## config.mk

```make
export PLATFORM = sky130hd
export DESIGN_NAME = dma_ctrl
export DESIGN_NICKNAME = d
export VERILOG_FILES = /design/src/rtl/dma_ctrl.sv
export SDC_FILE = /design/constraint.sdc
export NUM_CORES = 1
export LEC_CHECK = 0
export CAP_MARGIN = 30
export CORE_UTILIZATION = 55
export DETAILED_ROUTE_END_ITERATION = 6
export GPL_TIMING_DRIVEN = 0
export PLACE_DENSITY = 0.85
export SYNTH_ARGS = -nofsm -noshare
export SYNTH_HDL_FRONTEND = slang
export SYNTH_SLANG_ARGS = --single-unit
```

## constraint.sdc

```tcl
create_clock -name clk -period 5.65 [get_ports clk]
set_input_delay 1.4125 -clock clk [delete_from_list [all_inputs] [get_ports clk]]
set_output_delay 1.4125 -clock clk [all_outputs]
set_load 0.05 [all_outputs]
```

## src/rtl/dma_ctrl.sv

```systemverilog
// Word-copy DMA engine: requests the dmem bus via hold/holdACK, then copies LEN words SRC->DST.
// Two cycles per word under steady grant; losing holdACK mid-word retries that word from READ.
module dma_ctrl #(
  parameter int wide = 32
) (
  input  logic            clk,
  input  logic            rst,
  input  logic            we,
  input  logic [4:0]      addr,
  input  logic [31:0]     dataIn,
  input  logic            holdACK,
  input  logic [wide-1:0] dm_q,
  output logic            hold,
  output logic [31:0]     dm_a,
  output logic [wide-1:0] dm_d,
  output logic            dm_we,
  output logic            busy,
  output logic            done,
  output logic            irq
);

  localparam logic [4:0] A_SRC  = 5'b11000;
  localparam logic [4:0] A_DST  = 5'b11001;
  localparam logic [4:0] A_LEN  = 5'b11010;
  localparam logic [4:0] A_CTRL = 5'b11011;

  localparam logic [2:0] S_IDLE  = 3'd0;
  localparam logic [2:0] S_REQ   = 3'd1;
  localparam logic [2:0] S_READ  = 3'd2;
  localparam logic [2:0] S_WRITE = 3'd3;
  localparam logic [2:0] S_REL   = 3'd4;

  logic [2:0]      state;
  logic [31:0]     src_reg, dst_reg, len_reg;
  logic [31:0]     src_w, dst_w, cnt_w;
  logic [wide-1:0] buf_q;

  logic cfg_wr, start_wr, clr_wr, complete;

  always_comb begin
    cfg_wr   = we && (state == S_IDLE);
    start_wr = cfg_wr && (addr == A_CTRL) && dataIn[0];
    // Clear-done is accepted even while busy.
    clr_wr   = we && (addr == A_CTRL) && dataIn[1];
    complete = (start_wr && (len_reg == 32'd0)) ||
               ((state == S_REL) && !holdACK);
  end

  always_ff @(posedge clk or negedge rst) begin
    if (!rst) begin
      state   <= S_IDLE;
      src_reg <= '0;
      dst_reg <= '0;
      len_reg <= '0;
      src_w   <= '0;
      dst_w   <= '0;
      cnt_w   <= '0;
      buf_q   <= '0;
      done    <= 1'b0;
      irq     <= 1'b0;
    end else begin
      irq <= complete;
      // Completion beats a simultaneous clear.
      if (complete)    done <= 1'b1;
      else if (clr_wr) done <= 1'b0;

      if (cfg_wr) begin
        case (addr)
          A_SRC:   src_reg <= {dataIn[31:2], 2'b00};
          A_DST:   dst_reg <= {dataIn[31:2], 2'b00};
          A_LEN:   len_reg <= dataIn;
          default: ;
        endcase
      end

      case (state)
        S_IDLE: begin
          if (start_wr && (len_reg != 32'd0)) begin
            state <= S_REQ;
            src_w <= src_reg;
            dst_w <= dst_reg;
            cnt_w <= len_reg;
          end
        end
        S_REQ: begin
          if (holdACK) state <= S_READ;
        end
        S_READ: begin
          if (!holdACK) begin
            state <= S_REQ;
          end else begin
            buf_q <= dm_q;
            state <= S_WRITE;
          end
        end
        S_WRITE: begin
          if (!holdACK) begin
            state <= S_REQ;
          end else begin
            src_w <= src_w + 32'd4;
            dst_w <= dst_w + 32'd4;
            if (cnt_w != 32'd0) cnt_w <= cnt_w - 32'd1;
            state <= (cnt_w <= 32'd1) ? S_REL : S_READ;
          end
        end
        S_REL: begin
          if (!holdACK) state <= S_IDLE;
        end
        default: state <= S_IDLE;
      endcase
    end
  end

  always_comb begin
    hold  = (state == S_REQ) || (state == S_READ) || (state == S_WRITE);
    busy  = (state != S_IDLE);
    dm_we = (state == S_WRITE) && holdACK;
    dm_a  = 32'd0;
    dm_d  = '0;
    if (state == S_READ) begin
      dm_a = src_w;
    end else if (state == S_WRITE) begin
      dm_a = dst_w;
      dm_d = buf_q;
    end
  end

endmodule

```

==> results of run 1 <==
[power by group through the flow]
stage | Clock, mW | Sequential (mW) | Combinational, mW
finish | 1.62 | 2.74 | 2.93
global route | 1.69 | 2.81 | 3.09
CTS | 1.62 | 2.71 | 2.87
detailed placement | 0 | 2.73 | 2.85
global placement | 0 | 2.70 | 2.77
floorplan | 0 | 2.55 | 1.98
[layout make-up]
type	count	share of cell area [%]
clock buffers	35	5.15
flip-flops and latches	221	40.0
well taps	265	2.40
clock inverters	7	0.715
inverters	8	0.217
multi-input cells	809	38.5
repair buffers	140	10.3
plain buffers	79	2.65
[cells in the final DEF (no fill, tap or decap), drive strengths merged, types with 9 or more instances in the layout]
cell type      instances
dfrtp                221
clkdlybuf4s50        138
mux2                 124
a21oi                105
nand2                 99
clkbuf                82
nor2                  74
o21ai                 73
and2                  37
nand3                 36
buf                   34
nor3                  31
o22ai                 25
a22o                  20
a31oi                 20
nor4                  20
o22a                  19
nand4                 16
and3                  16
or3                   10
o2bb2a                 9
[layer usage]
metal  track usage, %  up-vias  part of all wire, %
met5                0        -                    0
met4             18.1        0                  5.6
met3             9.72      171                   13
met2             54.8      810                   43
met1             48.0     5023                   38
li1                 -     4437                    -
[cells by family after synthesis]
logic type,count (synthesis),share of synthesized area (%)
other,1,0.0333
muxes,126,12.6
and+or+nand+nor,358,15.9
buffers and inverters,87,3.53
adders and majority gates,5,0.556
AOI/OAI and AO/OA,318,18.2
DFF,221,49.2
[per-stage QoR]
stage / std cells / utilization (%)
final: 1564 / 69.9
after global routing: 1564 / 69.9
after CTS: 1564 / 69.9
after detailed placement: 1522 / 65.8
after global placement: 1521 / 65.6
after floorplan: 1117 / -
[critical path, delay by kind of cell (launching register included)]
family | cells | cell delay (ns)
buffers and inverters | 4 | 2.58
AND/OR/NAND/NOR | 1 | 0.24
flip-flops | 1 | 0.45
AO/OA/AOI/OAI | 1 | 0.27
[worst min-delay path by stage]
stage | start | to | slack [ns] | depth (start not counted)
finish | buf_q[5] | buf_q[5] | 0.48 | 1
global route | buf_q[5] | buf_q[5] | 0.51 | 1
CTS | buf_q[5] | buf_q[5] | 0.49 | 1
detailed placement | done | done | 0.47 | 1
global placement | buf_q[12] | buf_q[12] | 0.46 | 1
floorplan | buf_q[12] | buf_q[12] | 0.45 | 1
[synthesized netlist by cell type (2+ instances only)]
library cell,instances,share of area [%]
ha_1,5,0.56
a31oi_1,20,1.1
a21oi_2,10,0.78
mux2i_1,2,0.18
buf_4,3,0.20
nor3b_1,4,0.27
o22a_1,19,1.5
o22ai_1,25,1.4
clkbuf_1,47,1.6
nor3_1,26,1.2
a21oi_1,95,4.2
a32oi_1,2,0.16
o32ai_1,2,0.16
o21ai_0,39,1.7
nand3_1,35,1.6
inv_1,8,0.27
nor4_1,19,1.1
a41oi_1,2,0.16
o21ai_1,33,1.5
o2bb2ai_1,3,0.23
buf_1,2,0.067
nand2b_1,3,0.17
or3_1,10,0.56
o2bb2a_1,9,0.80
nor3_2,5,0.44
a22o_1,20,1.6
nand2_1,99,3.3
a2bb2oi_1,7,0.55
and2_1,37,2.1
a21o_1,6,0.40
a22oi_1,7,0.47
and3_1,16,0.89
mux2_2,79,7.9
nand4_1,16,0.89
o21a_1,8,0.53
mux2_1,45,4.5
nor2_1,74,2.5
and4_1,4,0.31
buf_2,23,1.0
buf_6,4,0.40
dfrtp_1,221,49
==> run_results.csv, run 1 <==
group,metric,value,unit
run_status,status,"finished, final reports clean",
synth,yosysWarningCount,0,
setup_path,rrSetupSlack,2.63,ns
finish,antenna_cells,0,
synth,synth_flop_type,"dfrtp_1",
sta,period_minus_slack,5.50,ns
route,number_of_nets_with_antenna_violations_after_detailed_routing,0,
sta,timing_worst_slew_pin_value,1.01,ns
finish,multi_input_area,5330,um2
sta,finalHoldViolCount,0,
setup_path,timing.setup.critical_path_class,"flop to primary output",
finish,final_cell_area,13800,um2
setup_path,timing.critical_path.fanout_max,10,
power_and_ir_drop,power.switching_fraction,42.1,%
floorplan,die_h,145,um
place,dpl_cell_area,13000,um2
power_and_ir_drop,ir_drop,316,uV
floorplan,rows,51,
setup_path,cp_cell_sequence,"and3b_1, clkbuf_1, clkbuf_1, clkbuf_1, a22o_1, clkdlybuf4s50_1",
power_and_ir_drop,power_per_cell_area,528,nW/um2
global_routing,grt_max_degree,119,
route,drcViolationCount,0,
clock_network,holdBufCountCts,0,
place,place_worst_setup_slack,0.860,ns
sta,setup_viol_count_final,0,
clock_network,cts_buf_count,24,
power_and_ir_drop,sw_pwr,3.07,mW
setup_path,critPathArrivalTime,4.08,ns
sta,crit_share_post_route,97.3,%
clock_network,clkTransAtPathRegs,0.06,ns
sta,timing.final.max_slew_violations,0,
synth,ys_seq_elements,221,
global_routing,grt_antenna_before_repair,0,
place,dp_hpwl,26600,um
power_and_ir_drop,power.leakage,5.86,nW
sta,grt_setup_unrepaired,"no",
route,drt_wl_total,38000,um
place,gp_congestion,0.973,
route,drt-initial-drc-count,1319,
job,cap_violations,0,
floorplan,placeable_core_region,19800,um2
synth,netlist_area,11200,um2
sta,fin_worst_hold_slack,0.481,ns
setup_path,worstSetupEndpoint,"dm_a[3]",
setup_path,crit_slowest_cell,"clkdlybuf4s50_1",
synth,library_cells_used_by_synthesis,63,
route,detailroute.via_count,10441,
route,vias_per_cell,6.68,
synth,mapped_cells,1116,
global_routing,globalRouteOverflowTotal,0,
sta,slew-limit-headroom,32.4,%
floorplan,starting_density_of_the_core,56.9,%
clock_network,tritoncts_num_sinks,221,
floorplan,floorplan.die.width,145,um
floorplan,die_footprint,21000,um2
power_and_ir_drop,p_clk_share,22.3,%
setup_path,startpoint_of_the_worst_register_to_register_path,"state[2]",
clock_network,cts.path.max_buffers,3,
place,port_buffers,139,
sta,fmaxAchievable,182,MHz
clock_network,cts_root_buffer,"clkbuf_16",
power_and_ir_drop,power.share.combinational,40.1,%
global_routing,number_of_global_route_vias_before_repair,10240,
synth,synth-seq-area-share,49.2,%
setup_path,required_time_of_the_worst_setup_path,4.24,ns
synth,synth-edff-count,0,
hold_path,timing.hold.worst.class,"flop to flop",
global_routing,grt.total_usage,36.2,%
clock_network,cells_resized_by_post_cts_repair,0,
setup_path,cpMostUsedCell,"clkbuf_1",
power_and_ir_drop,fin_total_pwr,7.30,mW
finish,post_route_cells_drive_above_1_share,13.2,%
finish,filler_instances,1460,
floorplan,ioPinCount,142,
setup_path,cp_slowest_stage_delay,0.81,ns
clock_network,h-tree-depth,1,
finish,nets,1361,
route,wl_per_cell,24.3,um
global_routing,first_pass_grt_wire_length,58700,um
power_and_ir_drop,p_seq_share,37.6,%
finish,synthToLayoutAreaGrowth,22.8,%
synth,fraction_of_registers_with_async_set_or_reset_after_synthesis,100,%
clock_network,skew_pair_late_insertion_delay,0.54,ns
setup_path,worstSetupEndpointType,"primary output",
sta,worst_clock_skew,0.0201,ns
setup_path,critical_path.startpoint,"state[2]",
sta,finalWorstSetupSlack,0.154,ns
power_and_ir_drop,cell_internal_pwr,4.23,mW
clock_network,cts_tree,"built",
setup_path,setup.worst_path.start_class,"flop",
finish,layout.area.seq,5530,um2
sta,fin_tns_setup,0,ns
setup_path,ff2ff_path_depth,7,
synth,postSynthAreaPerCell,10.1,um2
clock_network,postCtsSetupBuffers,0,
route,firstDrtPassIters,6,
setup_path,worst_r2r_endpoint,"src_w[2]",
Note: power is estimated with default switching activity, not from simulation.
==> inputs of run 2 (changes only) <==
--- a/config.mk
+++ b/config.mk
@@ -5,11 +5,12 @@
 export SDC_FILE = /design/constraint.sdc
 export NUM_CORES = 1
 export LEC_CHECK = 0
-export CAP_MARGIN = 30
+export CAP_MARGIN = 20
 export CORE_UTILIZATION = 55
 export DETAILED_ROUTE_END_ITERATION = 6
 export GPL_TIMING_DRIVEN = 0
 export PLACE_DENSITY = 0.85
+export SKIP_LAST_GASP = 1
 export SYNTH_ARGS = -nofsm -noshare
 export SYNTH_HDL_FRONTEND = slang
 export SYNTH_SLANG_ARGS = --single-unit
==> results of run 2 <==
The final DEF is identical to that of run 1; final timing and power are the same.
==> inputs of run 3 (changes only) <==
--- a/config.mk
+++ b/config.mk
@@ -6,10 +6,13 @@
 export NUM_CORES = 1
 export LEC_CHECK = 0
 export CAP_MARGIN = 20
+export CORE_MARGIN = 2
 export CORE_UTILIZATION = 55
 export DETAILED_ROUTE_END_ITERATION = 6
 export GPL_TIMING_DRIVEN = 0
+export HOLD_SLACK_MARGIN = 0.12
 export PLACE_DENSITY = 0.85
+export SKIP_CTS_REPAIR_TIMING = 1
 export SKIP_LAST_GASP = 1
 export SYNTH_ARGS = -nofsm -noshare
 export SYNTH_HDL_FRONTEND = slang
==> run_results.csv, run 3 (synthesized netlist as in run 1, its figures left out) <==
group,metric,value,unit
hold_path,hold_depth,1,
sta,finalWorstSetupSlack,0.175,ns
power_and_ir_drop,power.switching_fraction,42.4,%
finish,post_route_cells_drive_above_1_share,13.3,%
power_and_ir_drop,fin_total_pwr,7.22,mW
floorplan,die_h,147,um
setup_path,timing.setup.critical_path_class,"flop to primary output",
sta,period_minus_slack,5.47,ns
sta,grt_setup_unrepaired,"no",
clock_network,h-tree-depth,1,
power_and_ir_drop,cell_internal_pwr,4.16,mW
setup_path,startpoint_of_the_worst_register_to_register_path,"state[2]",
route,number_of_nets_with_antenna_violations_after_detailed_routing,0,
setup_path,worstSetupEndpointType,"primary output",
finish,most_frequent_cells_in_the_layout,"dfrtp_1 (221), clkdlybuf4s50_1 (138), nand2_1 (99)",
power_and_ir_drop,power.leakage,5.84,nW
floorplan,ioPinCount,142,
clock_network,skew_pair_late_insertion_delay,0.54,ns
clock_network,clkTransAtPathRegs,0.06,ns
power_and_ir_drop,p_clk_share,21.5,%
route,detailroute.via_count,10474,
route,drcViolationCount,0,
place,gp_congestion,0.986,
setup_path,worst_r2r_endpoint,"src_w[18]",
global_routing,number_of_global_route_vias_before_repair,10244,
floorplan,floorplan.die.width,147,um
floorplan,die_footprint,21600,um2
finish,synthToLayoutAreaGrowth,22.6,%
power_and_ir_drop,ir_drop,359,uV
power_and_ir_drop,power_per_cell_area,523,nW/um2
hold_path,hold_path_startpoint,"done",
clock_network,cts_tree,"built",
global_routing,grt_max_degree,122,
setup_path,rrSetupSlack,2.66,ns
sta,fmaxAchievable,183,MHz
route,firstDrtPassIters,7,
sta,setup_viol_count_final,0,
hold_path,timing.hold.worst.class,"flop to flop",
setup_path,required_time_of_the_worst_setup_path,4.24,ns
place,dp_hpwl,26200,um
global_routing,grt.total_usage,34.9,%
clock_network,cts_root_buffer,"clkbuf_16",
hold_path,min_to,"done",
floorplan,rows,52,
place,port_buffers,139,
route,drt_wl_total,37600,um
sta,timing.final.max_slew_violations,0,
finish,nets,1361,
sta,finalHoldViolCount,0,
run_status,status,"finished, final reports clean",
setup_path,critical_path.startpoint,"state[2]",
global_routing,globalRouteOverflowTotal,0,
sta,fin_worst_hold_slack,0.476,ns
setup_path,ff2ff_path_depth,7,
sta,slew-limit-headroom,28.2,%
global_routing,first_pass_grt_wire_length,58500,um
setup_path,setup.worst_path.start_class,"flop",
floorplan,starting_density_of_the_core,55.8,%
route,drt-initial-drc-count,1549,
route,vias_per_cell,6.67,
floorplan,placeable_core_region,20200,um2
power_and_ir_drop,power.share.combinational,40.7,%
global_routing,grt_antenna_before_repair,0,
finish,final_common_cell,"dfrtp_1",
job,cap_violations,0,
clock_network,cts_buf_count,24,
power_and_ir_drop,sw_pwr,3.06,mW
setup_path,timing.critical_path.fanout_max,10,
sta,worst_clock_skew,0.0246,ns
power_and_ir_drop,p_seq_share,37.8,%
place,place_worst_setup_slack,0.852,ns
clock_network,cts.path.max_buffers,3,
clock_network,tritoncts_num_sinks,221,
sta,crit_share_post_route,96.9,%
route,wl_per_cell,24.0,um
sta,timing_worst_slew_pin_value,1.08,ns
setup_path,critPathArrivalTime,4.06,ns
## run 3: cell count changes in the layout (fill, tap and decap cells not counted)
cell       change
clkinv_2       +4
clkbuf_8       -2
diode_2        +1
bufinv_16      -1
clkbuf_1       -1
## run 3: through the flow
stage	cells	area [um2]	setup TNS (ns)	utilization (%)
floorplan	1117	11300	0	-
global placement	1526	13000	-1376.22	64.4
detailed placement	1527	13000	0	64.5
CTS	1569	13800	0	68.3
global route	1569	13800	0	68.3
finish	1570	13800	0	68.4
## run 3: layout make-up
class	count	area, um2
antenna	1	2.50
buffer	79	367
clock buffer	32	681
clock inverter	10	88.8
fill	1526	6380
inverter	8	30.0
multi-input combinational	809	5330
sequential	221	5530
tap	270	338
timing repair buffer	140	1420
## run 3: worst max path at each step
stage	cells past startpoint	endpoint	slack, ns
floorplan	4	dm_a[6]	2.07
global placement	1	dst_reg[19]	-6.25
detailed placement	6	dm_a[2]	0.85
CTS	6	dm_a[2]	0.27
global route	6	dm_a[2]	0.16
finish	6	dm_a[2]	0.18
## run 3: worst max-delay path: stages (launching register included)
cell and delay [ns]:
dfrtp_1 0.45, and3b_1 0.23, clkbuf_1 0.37, clkbuf_1 0.60, clkbuf_1 0.74, a22o_1 0.30
clkdlybuf4s50_1 0.82
## run 3: metal layers
| metal | share of wire [%] | wire, um | global-route usage (%) |
|---|---|---|---|
| met5 | 0 | 0 | 0 |
| met4 | 6.7 | 2530 | 19.4 |
| met3 | 13 | 5050 | 9.78 |
| met2 | 42 | 15800 | 50.8 |
| met1 | 38 | 14200 | 47.4 |
## run 3: power groups by stage
| stage | clock (mW) | sequential (mW) | combinational, mW |
|---|---|---|---|
| 6_report | 1.55 | 2.73 | 2.94 |
| 5_1_grt | 1.62 | 2.80 | 3.10 |
| 4_1_cts | 1.55 | 2.70 | 2.87 |
| 3_5_place_dp | 0 | 2.71 | 2.85 |
| 3_3_place_gp | 0 | 2.69 | 2.78 |
| 2_1_floorplan | 0 | 2.55 | 1.98 |
